--- config.mk ---
export PLATFORM = sky130hd
export DESIGN_NAME = tx_data_buffer
export DESIGN_NICKNAME = d
export VERILOG_FILES = /design/src/rtl/tx_data_buffer.sv
export SDC_FILE = /design/constraint.sdc
export NUM_CORES = 1
export LEC_CHECK = 0
export CORE_ASPECT_RATIO = 0.6
export CORE_MARGIN = 3
export CORE_UTILIZATION = 57
export CTS_BUF_LIST = sky130_fd_sc_hd__clkbuf_16
export CTS_CLUSTER_DIAMETER = 100
export DETAILED_ROUTE_END_ITERATION = 7
export GPL_TIMING_DRIVEN = 1
export PLACE_DENSITY = 0.74
export SLEW_MARGIN = 20
export SYNTH_ARGS = -nofsm -noshare
export SYNTH_HDL_FRONTEND = slang
export SYNTH_SLANG_ARGS = --single-unit
--- constraint.sdc ---
create_clock -name clk -period 3.5 [get_ports clk]
set_clock_uncertainty 0.05 [all_clocks]
set_input_delay 0.875 -clock clk [delete_from_list [all_inputs] [get_ports clk]]
set_output_delay 0.875 -clock clk [all_outputs]
set_load 0.05 [all_outputs]
--- src/rtl/tx_data_buffer.sv ---
// tx_data_buffer: FWFT byte buffer feeding the USB full-speed TX encoder.
// Optional sticky drop flag on port err when TX_DATA_BUFFER_ERR_EN is defined.
module tx_data_buffer #(
  parameter int DEPTH  = 64,
  parameter int DATA_W = 8,
  localparam int AW    = $clog2(DEPTH),
  localparam int CW    = AW + 1
) (
  input  logic              clk,
  input  logic              rst,
  input  logic              w_enable,
  input  logic [DATA_W-1:0] w_data,
  input  logic              r_enable,
  output logic [DATA_W-1:0] r_data,
  input  logic              flush,
  output logic              empty,
  output logic              full,
`ifdef TX_DATA_BUFFER_ERR_EN
  output logic [CW-1:0]     count,
  output logic              err
`else
  output logic [CW-1:0]     count
`endif
);

  logic [DATA_W-1:0] mem [DEPTH];
  logic [AW-1:0]     wptr;
  logic [AW-1:0]     rptr;
  logic              w_acc;
  logic              r_acc;

  // status flags come straight off the count register
  always_comb begin
    empty = (count == '0);
    full  = (count == CW'(DEPTH));
  end

  // flush outranks both requests; illegal requests are dropped here
  always_comb begin
    w_acc = w_enable & ~full & ~flush;
    r_acc = r_enable & ~empty & ~flush;
  end

  // head entry falls through; zero while nothing is stored
  always_comb begin
    r_data = '0;
    if (!empty) r_data = mem[rptr];
  end

  // storage array, no reset needed on contents
  always_ff @(posedge clk) begin
    if (w_acc) mem[wptr] <= w_data;
  end

  // write pointer, wraps naturally at DEPTH
  always_ff @(posedge clk or posedge rst) begin
    if (rst) begin
      wptr <= '0;
    end else if (flush) begin
      wptr <= '0;
    end else if (w_acc) begin
      wptr <= wptr + AW'(1);
    end
  end

  // read pointer, wraps naturally at DEPTH
  always_ff @(posedge clk or posedge rst) begin
    if (rst) begin
      rptr <= '0;
    end else if (flush) begin
      rptr <= '0;
    end else if (r_acc) begin
      rptr <= rptr + AW'(1);
    end
  end

  // occupancy: simultaneous accepts cancel out
  always_ff @(posedge clk or posedge rst) begin
    if (rst) begin
      count <= '0;
    end else if (flush) begin
      count <= '0;
    end else begin
      unique case ({w_acc, r_acc})
        2'b10:   count <= count + CW'(1);
        2'b01:   count <= count - CW'(1);
        default: count <= count;
      endcase
    end
  end

`ifdef TX_DATA_BUFFER_ERR_EN
  logic drop;

  always_comb begin
    drop = ~flush & ((w_enable & full) | (r_enable & empty));
  end

  // sticky drop indicator, cleared by flush even on a coincident drop
  always_ff @(posedge clk or posedge rst) begin
    if (rst) begin
      err <= 1'b0;
    end else if (flush) begin
      err <= 1'b0;
    end else if (drop) begin
      err <= 1'b1;
    end
  end
`endif

endmodule

==> flow_metrics.env <==
export IMPL_outcome="complete, but fails checks"
export IMPL_violations="negative setup slack"
export IMPL_num_rows=54
export IMPL_max_vdd_ir_drop_mv=0.4121
export IMPL_setup_reg_to_reg_worst_slack_ns=0.27
export IMPL_antenna_violating_nets_post_route=0
export IMPL_grt_usage=0.2529
export IMPL_rsz_0062_raised_after_global_routing="true"
export IMPL_reg2regPathDepth=10
export IMPL_synthDistinctLibCells=56
export IMPL_power_per_cell_area_mw_per_mm2=667.2
export IMPL_leftover_overflow_at_the_end_of_global_routing=0
export IMPL_portBuffers=29
export IMPL_critical_path_cell_chain="buf_12 -> buf_16 -> buf_6 -> mux4_2 -> mux2i_1 -> o22ai_1 -> nor4_2 -> a211oi_2 -> buf_6"
export IMPL_power_share_sequential=0.422
export IMPL_finalWorstSetupSlack_ns=-0.4018
export IMPL_worst_path_max_fanout=6
export IMPL_gp_congestion=0.8542
export IMPL_dp_final_hpwl_um=30400
export IMPL_synth_net_count=1100
export IMPL_worst_setup_path_startpoint="rptr[0]$_DFFE_PP0P_"
export IMPL_min_from="wptr[0]$_DFFE_PP0P_"
export IMPL_finalCriticalPeriod_ns=3.902
export IMPL_start_kind="flip-flop"
export IMPL_cts_path_max_buffers=3
export IMPL_synthArstFlopShare=0.03578
export IMPL_drt_pass1_iterations=5
export IMPL_synth_area_top_cells="sky130_fd_sc_hd__edfxtp_1 (72%), sky130_fd_sc_hd__mux4_2 (11%), sky130_fd_sc_hd__mux2_2 (3.4%), sky130_fd_sc_hd__dfrtp_1 (2.2%), sky130_fd_sc_hd__nor2_1 (1.5%)"
export IMPL_power_combinational_fraction=0.282
export IMPL_cpMostUsedCell="sky130_fd_sc_hd__buf_6"
export IMPL_antenna_violations_before_repair=0
export IMPL_cts_buffers_inserted=46
export IMPL_dieWidth_um=255.3
export IMPL_fp_coreArea_mm2=0.03655
export IMPL_use_met1=0.4187
export IMPL_antenna_cells_inserted=0
export IMPL_static_leak_uw=0.008071
export IMPL_cts_root_buffer="sky130_fd_sc_hd__clkbuf_16"
export IMPL_floorplan_initialDensity=0.5813
export IMPL_ys_seq_area_frac=0.7460
export IMPL_report_final_setup_viol=8
export IMPL_clk_latency_ns=0.56
export IMPL_tritoncts_clock_tree="yes"
export IMPL_synth_most_common_cell="sky130_fd_sc_hd__edfxtp_1"
export IMPL_top_level_ports=30
export IMPL_vias=11230
export IMPL_routed_wire_length_per_instance_um=27.40
export IMPL_sw_frac=0.2779
export IMPL_pwr_share_clk=0.297
export IMPL_final_hold_viol_count=0
export IMPL_timing_critical_path_buf_inv=4
export IMPL_postSynthCellCount=1083
export IMPL_postSynthAreaPerCell_um2=19.62
export IMPL_relSlewSlack=0.2885
export IMPL_synth_cells_most_frequent="sky130_fd_sc_hd__edfxtp_1 (512), sky130_fd_sc_hd__mux4_2 (104), sky130_fd_sc_hd__nor2_1 (87)"
export IMPL_critical_path_top_delay_family="compound AO/OA/AOI/OAI gates"
export IMPL_design_die_area_mm2=0.03970
export IMPL_grt_pass1_wl_um=73060
export IMPL_cpPeakStageDelay_ns=0.51
export IMPL_detail_route_wirelength_um=48850
export IMPL_synth_largest_area_cell="sky130_fd_sc_hd__edfxtp_1"
export IMPL_number_of_vias_per_cell=6.299
export IMPL_area_growth_syn_to_layout_pct=18.39
export IMPL_finalHoldWorstSlack_ns=0.6038
export IMPL_max_freq_mhz=256.3
export IMPL_whs_path_depth=2
export IMPL_grt_use_met2=0.3466
export IMPL_nets=1264
export IMPL_grt_busiest_layer="met1"
export IMPL_first_iter_violations=1555
export IMPL_internal_power_uw=12120
export IMPL_syn_cell_area_mm2=0.02125
export IMPL_timing_hold_worst_class="reg2reg"
export IMPL_min_period_over_period=1.115
export IMPL_cts_max_level=2
export IMPL_critPathArrivalTime_ns=2.98
export IMPL_crit_reg2reg_launch="count[4]$_DFFE_PP0P_"
export IMPL_ys_ff_latch=531
export IMPL_endpoint_class_of_the_critical_path="output port"
export IMPL_synth_top_flop_cell="sky130_fd_sc_hd__edfxtp_1"
export IMPL_post_route_cells_drive_above_1_share=0.3745
export IMPL_worstReg2RegEnd="count[6]$_DFFE_PP0P_"
export IMPL_floorplan_die_height_um=155.6
export IMPL_grt_start_max_net_pins=49
export IMPL_worst_min_delay_path_endpoint="wptr[0]$_DFFE_PP0P_"
export IMPL_cts_clk_slew_worst_paths_ns=0.07
export IMPL_tightest_slew_ns=1.067
export IMPL_switchingPower_uw=4664
export IMPL_first_global_vias=11130
export IMPL_setup_worst_path_class="reg2out"
export IMPL_netlist_area_leader_share=0.7236
export IMPL_timing_final_max_slew_violations=0
export IMPL_timing_critical_path_slowest_stage_cell="sky130_fd_sc_hd__dfrtp_4"
export IMPL_grt_util_met3=0.05498
export IMPL_synth_edff_count=512
export IMPL_cts_sink_count=531
export IMPL_dp_worst_setup_slack_ns=0.01089
export IMPL_ys_warnings_count=0
export IMPL_max_cap_viol_count=0
export IMPL_detail_route_drc_violations=0
export IMPL_critPathRequiredTime_ns=2.57
-- stage by stage --
stage          utilization  cell area, um2  total power (uW)  cells  TNS [ns]
4_1_cts             0.6792           24830             16550   1775    -3.067
3_5_place_dp        0.6293           23000             11260   1689         0
2_1_floorplan            -           21290              9919   1083   -0.1567
5_1_grt             0.6882           25150             17360   1783    -3.397
6_report            0.6882           25150             16780   1783    -2.960
3_3_place_gp        0.6293           23000             11220   1689         0
-- cells by family (layout without fill, tap and decap cells) --
kind of cell,Yosys count,in the layout,synth area share
buffers and inverters,70,266,0.01802
and+or+nand+nor,175,175,0.04022
DFF,531,531,0.7460
adders and majority gates,4,4,0.002356
xor gates and xnor gates,12,12,0.004947
muxes,190,190,0.1549
AOI/OAI and AO/OA,101,101,0.03351
-- cells in the final DEF (no fill, tap or decap), types with 10 or more instances in the layout --
cell                              instances
sky130_fd_sc_hd__dfrtp_1                 17
sky130_fd_sc_hd__clkinv_1                11
sky130_fd_sc_hd__clkbuf_16               50
sky130_fd_sc_hd__nor2_1                  87
sky130_fd_sc_hd__o22ai_1                 27
sky130_fd_sc_hd__buf_12                  14
sky130_fd_sc_hd__inv_1                   12
sky130_fd_sc_hd__edfxtp_1               512
sky130_fd_sc_hd__clkdlybuf4s50_1         11
sky130_fd_sc_hd__mux2_2                  64
sky130_fd_sc_hd__nor3_1                  11
sky130_fd_sc_hd__a21oi_2                 10
sky130_fd_sc_hd__o22ai_2                 10
sky130_fd_sc_hd__nand2_1                 16
sky130_fd_sc_hd__mux2i_1                 10
sky130_fd_sc_hd__mux4_2                 104
sky130_fd_sc_hd__buf_4                  128
-- worst max-delay path by stage --
stage                                 to  cells past startpoint  slack (ns)
floorplan                      r_data[0]                      9       -0.16
global placement               r_data[0]                      8        0.06
detailed placement  count[6]$_DFFE_PP0P_                     10        0.01
CTS                            r_data[3]                      8       -0.42
global route                   r_data[5]                      9       -0.46
finish                         r_data[1]                      9       -0.40
-- flip-flops by register name, summed over array words and instances, names as in the netlist --
signal / cells
wptr: 6
mem: 512
count: 7
rptr: 6
-- power by group through the flow --
| stage | Combinational, uW | Sequential, uW | Clock (uW) |
|---|---|---|---|
| after floorplan | 2640 | 7280 | 0 |
| after global placement | 4000 | 7210 | 0 |
| after detailed placement | 4040 | 7220 | 0 |
| after CTS | 4430 | 7080 | 5040 |
| after global routing | 4960 | 7090 | 5310 |
| final | 4720 | 7080 | 4980 |
-- repair_timing --
action / CTS / global route
gates resized for setup: 52 / 42
endpoints found under the setup margin: 9 / 9
hold buffers: 0 / 0
cloned: 3 / 1
buffers inserted: 5 / 7
pin swaps: 17 / 15
-- tightest hold or removal path, stage by stage (launching register included) --
cell and delay (ns):
sky130_fd_sc_hd__dfrtp_1 0.44, sky130_fd_sc_hd__xnor2_1 0.14, sky130_fd_sc_hd__nor2_1 0.04
-- per-layer routing --
layer  vias up  routed length [um]
met5         -                   0
met3        74                5168
met1      5773               21380
met2       612               21350
met4         0                 948
li1       4772                   -
-- layout make-up --
class                   count  area [um2]
inverters                   5       18.77
clock buffers              49        1226
repair buffers            181        1724
clock inverters            31       235.2
multi-input cells         482        5461
well taps                 504       630.6
fillers                  2242       11400
flip-flops and latches    531       15860
Power figures use the tool's default switching activity.
